===== config.mk =====
export PLATFORM = sky130hd
export DESIGN_NAME = pong_game_core
export DESIGN_NICKNAME = d
export VERILOG_FILES = /design/src/rtl/pong_game_core.sv
export SDC_FILE = /design/constraint.sdc
export NUM_CORES = 1
export LEC_CHECK = 0
export ABC_AREA = 0
export CAP_MARGIN = 10
export CORE_ASPECT_RATIO = 0.5
export CORE_UTILIZATION = 40
export CTS_CLUSTER_DIAMETER = 150
export DETAILED_ROUTE_END_ITERATION = 7
export GPL_ROUTABILITY_DRIVEN = 0
export PLACE_DENSITY = 0.67
export SYNTH_ARGS = -nofsm -noshare
export SYNTH_HDL_FRONTEND = slang
export SYNTH_SLANG_ARGS = --single-unit

===== constraint.sdc =====
create_clock -name VGA_CLOCK -period 4.7 [get_ports VGA_CLOCK]
set_input_delay 0.94 -clock VGA_CLOCK [delete_from_list [all_inputs] [get_ports VGA_CLOCK]]
set_output_delay 0.94 -clock VGA_CLOCK [all_outputs]
set_load 0.005 [all_outputs]

===== src/rtl/pong_game_core.sv =====
// rtl/pong_game_core.sv - pong match core: paddles, ball, scores, match FSM, pixel colour; PONG_SPEEDUP_EN adds paddle-hit speedup
module pong_game_core #(
   parameter int SCREEN_W    = 780,
   parameter int SCREEN_H    = 480,
   parameter int BORDER      = 5,
   parameter int PADDLE_W    = 11,
   parameter int PADDLE_H    = 76,
   parameter int PA_X        = 10,
   parameter int PB_X        = 760,
   parameter int BALL_SIZE   = 16,
   parameter int POS_SHIFT   = 4,
   parameter int MOVE_DIV    = 91072,
   parameter int SERVE_DELAY = 67108864,
   parameter int WIN_SCORE   = 9
) (
   input  logic        VGA_CLOCK,
   input  logic        RESET_N,
   input  logic [7:0]  PADDLE_A_POSITION,
   input  logic [7:0]  PADDLE_B_POSITION,
   input  logic        START,
   input  logic [10:0] PIXEL_H,
   input  logic [10:0] PIXEL_V,
   output logic [2:0]  PIXEL,
   output logic [10:0] BALL_H,
   output logic [10:0] BALL_V,
   output logic [3:0]  SCORE_A,
   output logic [3:0]  SCORE_B,
   output logic [1:0]  STATE,
   output logic        WINNER
);
   localparam int SD_W  = $clog2(SERVE_DELAY + 1);
   localparam int MD_W  = $clog2(MOVE_DIV + 1);
   localparam int RAW_W = 8 + POS_SHIFT;

   localparam logic [10:0] BRD    = 11'(BORDER);
   localparam logic [10:0] RIGHT  = 11'(SCREEN_W - BORDER);
   localparam logic [10:0] BOTTOM = 11'(SCREEN_H - BORDER);
   localparam logic [10:0] BS     = 11'(BALL_SIZE);
   localparam logic [10:0] PH     = 11'(PADDLE_H);
   localparam logic [10:0] PA_L   = 11'(PA_X);
   localparam logic [10:0] PA_R   = 11'(PA_X + PADDLE_W);
   localparam logic [10:0] PB_L   = 11'(PB_X);
   localparam logic [10:0] PB_R   = 11'(PB_X + PADDLE_W);
   localparam logic [10:0] CX     = 11'(SCREEN_W / 2 - BALL_SIZE / 2);
   localparam logic [10:0] CY     = 11'(SCREEN_H / 2 - BALL_SIZE / 2);
   localparam logic [10:0] NET_L  = 11'(SCREEN_W / 2 - 1);
   localparam logic [10:0] NET_R  = 11'(SCREEN_W / 2);
   localparam logic [RAW_W-1:0] PAD_MAX = RAW_W'(SCREEN_H - BORDER - PADDLE_H);
   localparam logic [MD_W-1:0]  MD      = MD_W'(MOVE_DIV);
   localparam logic [SD_W-1:0]  SD_LAST = SD_W'(SERVE_DELAY - 1);
   localparam logic [3:0]       WS      = 4'(WIN_SCORE);

   typedef enum logic [1:0] {S_IDLE = 2'd0, S_SERVE = 2'd1, S_PLAY = 2'd2, S_OVER = 2'd3} state_t;

   state_t            state, state_nx;
   logic [10:0]       pa_pos, pb_pos, ball_h, ball_v, h_nx, v_nx;
   logic [RAW_W-1:0]  pa_raw, pb_raw;
   logic              dir_h, dir_v, dh_nx, dv_nx, winner;
   logic [3:0]        score_a, score_b;
   logic [SD_W-1:0]   serve_cnt;
   logic [MD_W-1:0]   tick_cnt, period;
   logic              tick, miss_r, point_a, point_b, win_a, win_b, hit_a, hit_b, start_match;
   logic              on_pad, on_border, on_ball, on_net;

   assign pa_raw = RAW_W'(PADDLE_A_POSITION) << POS_SHIFT;
   assign pb_raw = RAW_W'(PADDLE_B_POSITION) << POS_SHIFT;

   assign start_match = ((state == S_IDLE) || (state == S_OVER)) && START;
   assign tick        = (state == S_PLAY) && (tick_cnt == period - 1'b1);
   assign miss_r      = (ball_h + BS >= RIGHT);
   assign point_a     = tick && miss_r;
   assign point_b     = tick && !miss_r && (ball_h <= BRD);
   assign win_a       = point_a && (score_a == WS - 4'd1);
   assign win_b       = point_b && (score_b == WS - 4'd1);
   assign hit_b       = dir_h && (ball_h + BS == PB_L) &&
                        (ball_v + BS > pb_pos) && (ball_v < pb_pos + PH);
   assign hit_a       = !dir_h && (ball_h == PA_R) &&
                        (ball_v + BS > pa_pos) && (ball_v < pa_pos + PH);

   // paddle registers: scaled input clamped so the paddle never enters the bottom border
   always_ff @(posedge VGA_CLOCK) begin
      if (!RESET_N) begin
         pa_pos <= '0;
         pb_pos <= '0;
      end else begin
         pa_pos <= (pa_raw > PAD_MAX) ? 11'(PAD_MAX) : 11'(pa_raw);
         pb_pos <= (pb_raw > PAD_MAX) ? 11'(PAD_MAX) : 11'(pb_raw);
      end
   end

   // match state register
   always_ff @(posedge VGA_CLOCK) begin
      if (!RESET_N) state <= S_IDLE;
      else          state <= state_nx;
   end

   // match transitions: start, serve delay expiry, points and match end
   always_comb begin
      state_nx = state;
      case (state)
         S_IDLE, S_OVER: if (START) state_nx = S_SERVE;
         S_SERVE:        if (serve_cnt == SD_LAST) state_nx = S_PLAY;
         S_PLAY: begin
            if (win_a || win_b)          state_nx = S_OVER;
            else if (point_a || point_b) state_nx = S_SERVE;
         end
         default:        state_nx = S_IDLE;
      endcase
   end

   // serve delay and move tick counters; both restart whenever their state is (re)entered
   always_ff @(posedge VGA_CLOCK) begin
      if (!RESET_N) begin
         serve_cnt <= '0;
         tick_cnt  <= '0;
      end else begin
         serve_cnt <= (state == S_SERVE && state_nx == S_SERVE) ? serve_cnt + 1'b1 : '0;
         tick_cnt  <= (state == S_PLAY && !tick) ? tick_cnt + 1'b1 : '0;
      end
   end

`ifdef PONG_SPEEDUP_EN
   localparam logic [MD_W-1:0] STEP  = MD_W'(MOVE_DIV >> 3);
   localparam logic [MD_W-1:0] FLOOR = MD_W'(MOVE_DIV / 2);
   // tick period shrinks on each paddle hit down to a floor, back to full length during serve
   always_ff @(posedge VGA_CLOCK) begin
      if (!RESET_N || state == S_SERVE) period <= MD;
      else if (tick && (hit_a || hit_b))
         period <= (period - STEP < FLOOR) ? FLOOR : period - STEP;
   end
`else
   assign period = MD;
`endif

   // next ball step: wall bounce and paddle bounce may both apply on one tick
   always_comb begin
      dv_nx = dir_v;
      if (!dir_v && ball_v == BRD)          dv_nx = 1'b1;
      else if (dir_v && ball_v + BS == BOTTOM) dv_nx = 1'b0;
      dh_nx = dir_h;
      if (hit_b)      dh_nx = 1'b0;
      else if (hit_a) dh_nx = 1'b1;
      v_nx = dv_nx ? ball_v + 11'd1 : ball_v - 11'd1;
      h_nx = dh_nx ? ball_h + 11'd1 : ball_h - 11'd1;
   end

   // ball, direction, score and winner registers
   always_ff @(posedge VGA_CLOCK) begin
      if (!RESET_N) begin
         ball_h  <= CX;
         ball_v  <= CY;
         dir_h   <= 1'b1;
         dir_v   <= 1'b1;
         score_a <= '0;
         score_b <= '0;
         winner  <= 1'b0;
      end else if (start_match) begin
         ball_h  <= CX;
         ball_v  <= CY;
         dir_h   <= 1'b1;
         score_a <= '0;
         score_b <= '0;
      end else if (point_a || point_b) begin
         ball_h <= CX;
         ball_v <= CY;
         // the next serve travels away from the side that just missed
         dir_h  <= point_b;
         if (point_a && score_a != WS) score_a <= score_a + 4'd1;
         if (point_b && score_b != WS) score_b <= score_b + 4'd1;
         if (win_a || win_b) winner <= win_b;
      end else if (tick) begin
         ball_h <= h_nx;
         ball_v <= v_nx;
         dir_h  <= dh_nx;
         dir_v  <= dv_nx;
      end
   end

   assign on_pad    = ((PIXEL_H >= PA_L) && (PIXEL_H < PA_R) && (PIXEL_V >= pa_pos) && (PIXEL_V < pa_pos + PH)) ||
                      ((PIXEL_H >= PB_L) && (PIXEL_H < PB_R) && (PIXEL_V >= pb_pos) && (PIXEL_V < pb_pos + PH));
   assign on_border = (PIXEL_H < BRD) || (PIXEL_H >= RIGHT) || (PIXEL_V < BRD) || (PIXEL_V >= BOTTOM);
   assign on_ball   = (state == S_PLAY) && (PIXEL_H >= ball_h) && (PIXEL_H < ball_h + BS) &&
                      (PIXEL_V >= ball_v) && (PIXEL_V < ball_v + BS);
   assign on_net    = ((PIXEL_H == NET_L) || (PIXEL_H == NET_R)) && PIXEL_V[4];

   // registered pixel colour in priority order paddle, border, ball, net
   always_ff @(posedge VGA_CLOCK) begin
      if (!RESET_N)       PIXEL <= 3'b000;
      else if (on_pad)    PIXEL <= 3'b111;
      else if (on_border) PIXEL <= 3'b100;
      else if (on_ball)   PIXEL <= 3'b001;
      else if (on_net)    PIXEL <= 3'b110;
      else                PIXEL <= 3'b000;
   end

   assign BALL_H  = ball_h;
   assign BALL_V  = ball_v;
   assign SCORE_A = score_a;
   assign SCORE_B = score_b;
   assign STATE   = state;
   assign WINNER  = winner;
endmodule

## After elaboration in Yosys (flattened, before gate mapping)

Cells that the tools add are included.

- Flip-flop bits (word level): 104
- Word-level logic and storage cells: 144
- Bits of input ports: 41
- Output and inout bits: 36

- Multiplexer cells: 19
- $add $sub $neg: 12
- $lt $le $gt $ge: 24
- Reductions and logical operators: 55
- Equality and inequality tests: 16
- Bitwise operators: 3

Operators by type and width:

| kind | count |
|---|---|
| $lt 11x11->1 | 6 |
| $ge 11x11->1 | 4 |
| $eq 11x9->1 const B | 3 |
| $ge 11x10->1 const B | 3 |
| $logic_and 1x1->1 | 30 |
| $add 27x1->27 const B | 1 |
| $eq 27x26->1 const B | 1 |
| $gt 12x9->1 const B | 2 |
| $add 11x1->11 const B | 2 |
| $add 11x5->11 const B | 2 |
| $add 11x7->11 const B | 2 |
| $gt 11x11->1 | 2 |
| $lt 11x3->1 const B | 2 |
| $mux 11 | 2 |
| $sub 11x1->11 const B | 2 |
| $mux 9 | 2 |
| $add 17x1->17 const B | 1 |
| $eq 17x17->1 const B | 1 |
| $mux 3 | 4 |
| $eq 11x10->1 const B | 1 |
| $eq 11x3->1 const B | 1 |
| $eq 11x5->1 const B | 1 |
| $ge 11x4->1 const B | 1 |
| $ge 11x9->1 const B | 1 |
| 20 further kinds | 52 |

## Logic depth before layout (Yosys ltp)

Gate-level depths: netlist (run 1).

- Word-level depth: 12
- Depth in mapped cells: 21
- Depth with buffers taken out: 21

## Worst setup path before layout (run 1)

No wires, ideal clock.

- Kind: register -> register
- From: reg pb_pos[3]
- To: reg ball_h[10] (netlist: BALL_H[10])
- Setup time: 0.118 ns
- Path buffers: 0
- Required time: 4.582 ns
- Setup slack: -0.321 ns
- Period minus slack after synthesis: 5.021 ns
- Data arrival time: 4.903 ns
- Stages on the path, launching flop included: 21
- Cells stage by stage: dfxtp_1 inv_1 nor3_1 o21ai_0 or3_1 xnor2_1 ha_1 or4_4 nor4_2 nand3_1 a2111oi_4 or2_2 ha_1 or2_2 a21oi_1 nand2b_1 o21ai_0 and3_1 and3_1 or4_1 mux2i_1

- Word-level cells in the longest chain between the ends: 5
- Elaborated cells on any way between the ends: 7
- Those cells by class: add/sub (1); order compare (2); mux (2); reduce/logical (2)

Ends and longest elaborated chain:

| element | RTL line | RTL |
|---|---|---|
| from (decl) | 56 | `logic [10:0] pa_pos, pb_pos, ball_h, ball_v, h_nx, v_nx;` |
| from (signal assigned) | 87 | `pb_pos <= (pb_raw > PAD_MAX) ? 11'(PAD_MAX) : 11'(pb_raw);` |
| $add 11x7->11 / $gt 11x11->1 (equally long branches) | 76 | `(ball_v + BS > pb_pos) && (ball_v < pb_pos + PH);` |
| $lt 11x11->1 / $logic_and 1x1->1 (equally long branches) | 76, 75 |  |
| $logic_and 1x1->1 (*) | 76 |  |
| $mux 1 (*) | 141 | `if (hit_b) dh_nx = 1'b0;` |
| $mux 11 (*) | 144 | `h_nx = dh_nx ? ball_h + 11'd1 : ball_h - 11'd1;` |
| to (signal assigned) | 172 | `ball_h <= h_nx;` |
| to (decl) | 56 |  |

Every way passes the cells marked *; elsewhere a longest branch is shown, timed or not.
A chain may end at the register's enable or synchronous reset.

## Final worst setup path (run 1)

- From: reg pb_pos[5]
- To: reg ball_h[10] (netlist: BALL_H[10])

The elaborated chain is that of the path after synthesis.

==> results of run 1 <==
## sequential cells by signal (all words and copies together) (netlist names), 2 cells and up
| name | cells |
|---|---|
| tick_cnt | 17 |
| SCORE_A | 4 |
| SCORE_B | 4 |
| pb_pos | 8 |
| BALL_V | 11 |
| BALL_H | 11 |
| pa_pos | 8 |
| PIXEL | 3 |
| serve_cnt | 27 |
| STATE | 2 |
## cell type report
| class | instances | area [µm²] | area share (%) |
|---|---|---|---|
| Clock buffer | 11 | 242.7 | 2.382 |
| Clock inverter | 5 | 60.06 | 0.5892 |
| Inverter | 80 | 302.8 | 2.971 |
| Multi-Input combinational cell | 794 | 6062 | 59.48 |
| Sequential cell | 98 | 1973 | 19.36 |
| Tap cell | 266 | 332.8 | 3.265 |
| Timing Repair Buffer | 136 | 1219 | 11.96 |
## metrics by stage
step                total power [µW]  setup TNS [ns]  hold WS (ns)
detailed placement              1109         -0.1380        0.4522
global route                    1969         -0.2325        0.4968
global placement                1101        -0.03169        0.4390
finish                          1888        -0.05369        0.4693
CTS                             1895               0        0.4678
floorplan                      999.9               0        0.4260
## kinds of logic (layout without fill, tap and decap cells)
kind of cell / Yosys count / in the layout / synth area share, %
other cells: 1 / 4 / 0.04629
flops: 98 / 98 / 24.22
compound gates: 204 / 204 / 17.01
simple gates: 355 / 355 / 21.96
xor+xnor: 74 / 74 / 8.233
buf+inv: 93 / 232 / 4.356
mux: 8 / 8 / 0.9886
fa+ha+maj: 149 / 149 / 23.19
## what timing repair did
action,CTS,global route
gates cloned,0,0
pin swaps,7,22
gates resized for setup,11,35
setup endpoints to repair,1,2
buffers inserted,3,3
hold buffers,0,0
## report_power, final
group | internal, µW | switching, µW | leakage, µW
clock network | 432 | 358 | 0.000152
logic | 113 | 138 | 0.00326
registers | 838 | 7.98 | 0.000795
## worst max-delay path, stage by stage (launching register included)
cell and delay (ns):
dfxtp_2 0.34, inv_2 0.05, nor3_4 0.20, o21ai_2 0.09, or3_4 0.37, xnor2_4 0.16, ha_2 0.19, or4_4 0.49
nor4_4 0.24, nand3_2 0.12, a2111oi_4 0.38, or2_4 0.25, ha_1 0.26, a21oi_2 0.25, o2111ai_4 0.15, nand2b_4 0.14
o21ai_4 0.07, and3_1 0.15, and3_1 0.14, or4_4 0.51, mux2i_1 0.13
## worst paths after layout
kind / startpoint / to / slack [ns] / cells after the start
setup / recovery: pb_pos[5]$_SDFF_PP0_ / BALL_H[10]$_SDFFE_PP0P_ / -0.05 / 20
hold / removal: serve_cnt[0]$_SDFF_PN0_ / serve_cnt[0]$_SDFF_PN0_ / 0.47 / 1
setup reg to reg: pb_pos[5]$_SDFF_PP0_ / BALL_H[10]$_SDFFE_PP0P_ / -0.05 / 20
hold reg to reg: serve_cnt[0]$_SDFF_PN0_ / serve_cnt[0]$_SDFF_PN0_ / 0.47 / 1
## per-layer routing
layer | vias to the layer above | global-route usage, %
met4 | 0 | 4.916
met3 | 33 | 3.982
met5 | - | 0
met1 | 3670 | 30.83
met2 | 161 | 38.67
li1 | 3824 | -
## cells in the final DEF (no fill, tap or decap), types with 11 or more instances in the layout
cell type        instances
o21ai_0                 36
nor3_1                  27
or3_1                   11
ha_1                   139
a21oi_1                 49
inv_1                   75
nand4_1                 23
xor2_1                  29
dfxtp_1                 91
nor2b_1                 12
xnor2_1                 41
nand3_1                 44
a21o_1                  12
nand2_1                 56
nand2b_1                11
nor2_1                 106
o211ai_1                19
buf_4                   58
and3_1                  15
clkdlybuf4s50_1         76
==> results.yml, run 1 <==
power_and_ir_drop:
  leakage_uw: 0.004206
  ir_drop_uv: 170.6
  cellPowerDensity_nw_per_um2: 185.2
global_routing:
  grt_overflow: 0
  grt_max_degree: 30
  grt_pass1_vias: 7576
  antenna_found_initial: 0
  grt_first_pass_wirelength_um: 38060
  grt.total_usage_pct: 22.91
finish:
  final_cell_area_um2: 10190
  fin_util_pct: 51.90
  diodes: 0
  area_growth_pct: 25.83
  final_cells: 1390
  fin_nets: 1308
  n_fill_cell: 1821
  layout-drive-gt1-share_pct: 11.74
place:
  placed_cell_area_um2: 9609
  dp_cells: 1368
  dp_worst_setup_slack_ns: -0.1380
  port_buffers: 76
  hpwlAfterDp_um: 18260
sta:
  setup_viol: 1
  finalMaxSlewViolations: 0
  hold_viol_final: 0
  clock.fmax_mhz: 210.4
  worst_slew_pin_slew_ns: 0.7241
  fin_crit_ns: 4.754
  slew-limit-headroom_pct: 51.10
  timing.final.crit_share_pct: 101.1
  rsz0062_at_grt: "true"
  worst_slack_ns: -0.05369
  skew_ns: 0.01864
logic_synthesis:
  synth_common_cells: "146 x ha_1, 107 x nor2_1, 98 x dfxtp_1, 78 x inv_1, 57 x nand2_1"
  yosysSeqAreaShare_pct: 24.22
  synthCells: 982
  synth_edf_count: 0
  synth.most_common_cell: "ha_1"
  yosys_most_used_dff: "dfxtp_1"
  synth_warnings: 0
  ys_top_cells_by_area: "dfxtp_1 24%, ha_1 23%, nor2_1 5.0%, xnor2_1 4.8%, inv_1 3.6%"
  yosysTopAreaCell: "dfxtp_1"
  synth_cell_types: 70
  synth-async-reset-ratio_pct: 0
  synth_area_um2: 8100
  yosys_register_bits: 98
  synth_top_area_share_pct: 24.22
  avgSynthCellArea_um2: 8.249
detailed_routing:
  wl_per_cell_um: 16.68
  wl_met1_um: 11200
  wl_met2_um: 10560
  vias: 7688
  drtIter0Drc: 454
  drc: 0
  wl_um: 23180
  routed.top_layer: "met4"
  wl_met3_um: 1094
  dr.pass1.iters: 5
  antenna_left: 0
  via_per_inst: 5.531
die:
  row_count: 36
  die_x_um: 203.3
  die_h_um: 102.6
  start_util_pct: 41.25
  boundaryPins: 77
  die_area_um2: 20860
  fp.coreArea_um2: 19640
clock_tree:
  clock-sinks: 98
  clk_path_buf_depth: 2
  cts_tree: "built"
  clk_latency_ns: 0.37
  cts_max_level: 3
  cts_buffers: 9
  clockRootBuffer: "clkbuf_16"
  clkTransAtPathRegs_ns: 0.09
worst_setup_path:
  critPathMaxFanout: 5
  endpoint_kind: "flip-flop"
  path_class: "flip-flop to flip-flop"
  crit_arrival_ns: 5.02
  cp-start-kind: "flip-flop"
  cp.required_ns: 4.97
flow_run:
  max_cap_violations: 0
run_status:
  status: "finished with violations"
  violations: "negative setup slack"
worst_hold_path:
  min_path_type: "flip-flop to flip-flop"
Note: power is estimated with default switching activity, not from simulation.
==> inputs of run 2 (changes only) <==
Settings changed: CORE_ASPECT_RATIO 0.5 to not set, CORE_MARGIN set to 4.
==> run 2 against run 1 <==
Against the previous run:
- the run now ends clean
- critical endpoint unchanged
- largest power group unchanged
- highest routed layer unchanged
- sequential power about the same
- core utilization is 0.86 points lower
- setup slack better by 0.16 ns
- register-to-register slack gained 0.16 ns
- clock power is 3.5% lower
- global-route usage decreased by 3.0 points
- sequential cell count unchanged
- die area rose by 8.3%
- combinational power is 2% higher
- count of clock-buffer cells in the layout fell by 2
- non-clock buffer count shrank 7
- critical path type unchanged
- hold slack lost 0.0081 ns
==> results.yml, run 2 (synthesis gave the netlist of run 1 again) <==
die:
  boundaryPins: 77
  row_count: 51
  die_x_um: 150.3
  start_util_pct: 41.08
  die_area_um2: 22590
  die_h_um: 150.3
  fp.coreArea_um2: 19720
clock_tree:
  clockRootBuffer: "clkbuf_16"
  cts_buffers: 9
  postCtsHoldBufs: 0
  clk_latency_ns: 0.36
  clkTransAtPathRegs_ns: 0.08
  clk_path_buf_depth: 2
  cts_tree: "built"
  clock-sinks: 98
  cts_max_level: 3
worst_setup_path:
  cp-start-kind: "flip-flop"
  crit_path_cell_trace: "inv_4, nor3_4, o21ai_2, or3_4, xnor2_4, ha_2, or4_4, nor4_2, nand3_1, a2111oi_4, or2_4, ha_4, or2_4, a21oi_2, nand2b_4, o21ai_4, and3_1, and3_4, or4_4, mux2i_1"
  max_stage_delay_ns: 0.52
  cp.required_ns: 4.95
  crit_arrival_ns: 4.84
  path_class: "flip-flop to flip-flop"
  endpoint_kind: "flip-flop"
  critPathMaxFanout: 8
  crit_slowest_cell: "or4_4"
place:
  dp_cells: 1362
  port_buffers: 76
  hpwlAfterDp_um: 17400
  dp_worst_setup_slack_ns: -0.1346
sta:
  hold_viol_final: 0
  setup_viol: 0
  fin_crit_ns: 4.589
  clock.fmax_mhz: 217.9
  worst_slack_ns: 0.1108
  slew-limit-headroom_pct: 50.90
  timing.final.crit_share_pct: 97.64
  skew_ns: 0.01072
  finalMaxSlewViolations: 0
  worst_slew_pin_slew_ns: 0.7343
  tns_ns: 0
  rsz0062_at_grt: "true"
power_and_ir_drop:
  leakage_uw: 0.004160
  ir_drop_uv: 194.5
  cellPowerDensity_nw_per_um2: 185.1
  p_total_uw: 1863
global_routing:
  grt.total_usage_pct: 19.94
  grt_overflow: 0
  grt_pass1_vias: 7375
  grt_max_degree: 30
  antenna_found_initial: 0
  grt_first_pass_wirelength_um: 36580
finish:
  area_growth_pct: 24.24
  fin_nets: 1301
  top_regs: "serve_cnt: 27 flops, tick_cnt: 17 flops"
  mostFrequentLayoutCells: "141 x ha_1, 107 x nor2_1, 90 x dfxtp_1"
  layout_commonest_cell: "ha_1"
  regMostFlops: "serve_cnt"
  layout-drive-gt1-share_pct: 10.65
  n_fill_cell: 1866
  final_cells: 1383
  largest_reg_flops: 27
detailed_routing:
  antenna_left: 0
  drtIter0Drc: 413
  dr.pass1.iters: 4
  wl_met2_um: 10230
  wl_um: 22050
  wl_per_cell_um: 15.95
  wl_met3_um: 1088
  vias: 7508
  wl_met1_um: 10290
  drc: 0
  routed.top_layer: "met4"
  via_per_inst: 5.429
flow_run:
  max_cap_violations: 0
worst_hold_path:
  min_path_type: "flip-flop to flip-flop"
run_status:
  status: "finished, final reports clean"
[run 2: changes by cell type in the layout (fill, tap and decap cells not counted), moves of 2 or more]
cell | previous run | this run
nor4_2 | 0 | 2
clkinv_4 | 0 | 2
clkinv_2 | 2 | 0
nand3_1 | 44 | 46
ha_1 | 139 | 141
ha_4 | 6 | 4
clkinv_8 | 0 | 2
buf_4 | 58 | 51
a21oi_4 | 2 | 0
a21oi_1 | 49 | 52
[run 2: worst max-delay path: cells and delay by family (launching register included)]
kind | cells | cell delay (ns)
AND/OR/NAND/NOR | 11 | 2.79
adder cells (fa/ha/maj) | 2 | 0.40
multiplexers | 1 | 0.13
XOR/XNOR | 1 | 0.16
AO/OA/AOI/OAI | 4 | 0.60
flip-flops | 1 | 0.36
buffers and inverters | 1 | 0.04
[run 2: cell type report]
| cell class | instances | area (µm²) | share of cell area [%] |
|---|---|---|---|
| Clock inverter | 7 | 81.33 | 0.8082 |
| Tap cell | 265 | 331.6 | 3.295 |
| Timing Repair Buffer | 129 | 1166 | 11.59 |
| Sequential cell | 98 | 1974 | 19.62 |
| Inverter | 80 | 302.8 | 3.009 |
| Multi-Input combinational cell | 794 | 5979 | 59.42 |
| Antenna cell | 1 | 2.502 | 0.02487 |
| Clock buffer | 9 | 225.2 | 2.238 |
[run 2: final timing paths]
check	from	to	slack, ns	cells past startpoint
worst max register to register	pb_pos[3]$_SDFF_PN0_	BALL_H[10]$_SDFFE_PP0P_	0.11	20
worst min register to register	serve_cnt[0]$_SDFF_PN0_	serve_cnt[0]$_SDFF_PN0_	0.46	1
worst min-delay path	serve_cnt[0]$_SDFF_PN0_	serve_cnt[0]$_SDFF_PN0_	0.46	1
worst max-delay path	pb_pos[3]$_SDFF_PN0_	BALL_H[10]$_SDFFE_PP0P_	0.11	20
[run 2: repair_timing]
item                                    4_1_cts  5_1_grt
buffers inserted                              3        1
endpoints found under the setup margin        1        1
resized for setup                             5       27
pin swaps                                     3       17
cloned                                        0        0
[run 2: per-stage QoR]
step | area (µm²) | utilization (%) | hold WS [ns]
after global placement | 9570 | 48.54 | 0.4415
final | 10060 | 51.04 | 0.4612
after detailed placement | 9570 | 48.54 | 0.4521
after CTS | 9921 | 50.31 | 0.4702
after global routing | 10060 | 51.02 | 0.5099
after floorplan | 8163 | - | 0.4260
[run 2: routing by layer]
metal	up-vias	global-route usage, %
met1	3504	26.28
met2	141	33.55
li1	3831	-
met3	32	3.793
met5	-	0
met4	0	5.078
[run 2: power by group]
part	leakage [µW]	internal, µW	switching [µW]
logic	0.00322	114	141
registers	0.000795	837	6.72
clock network	0.000150	380	383
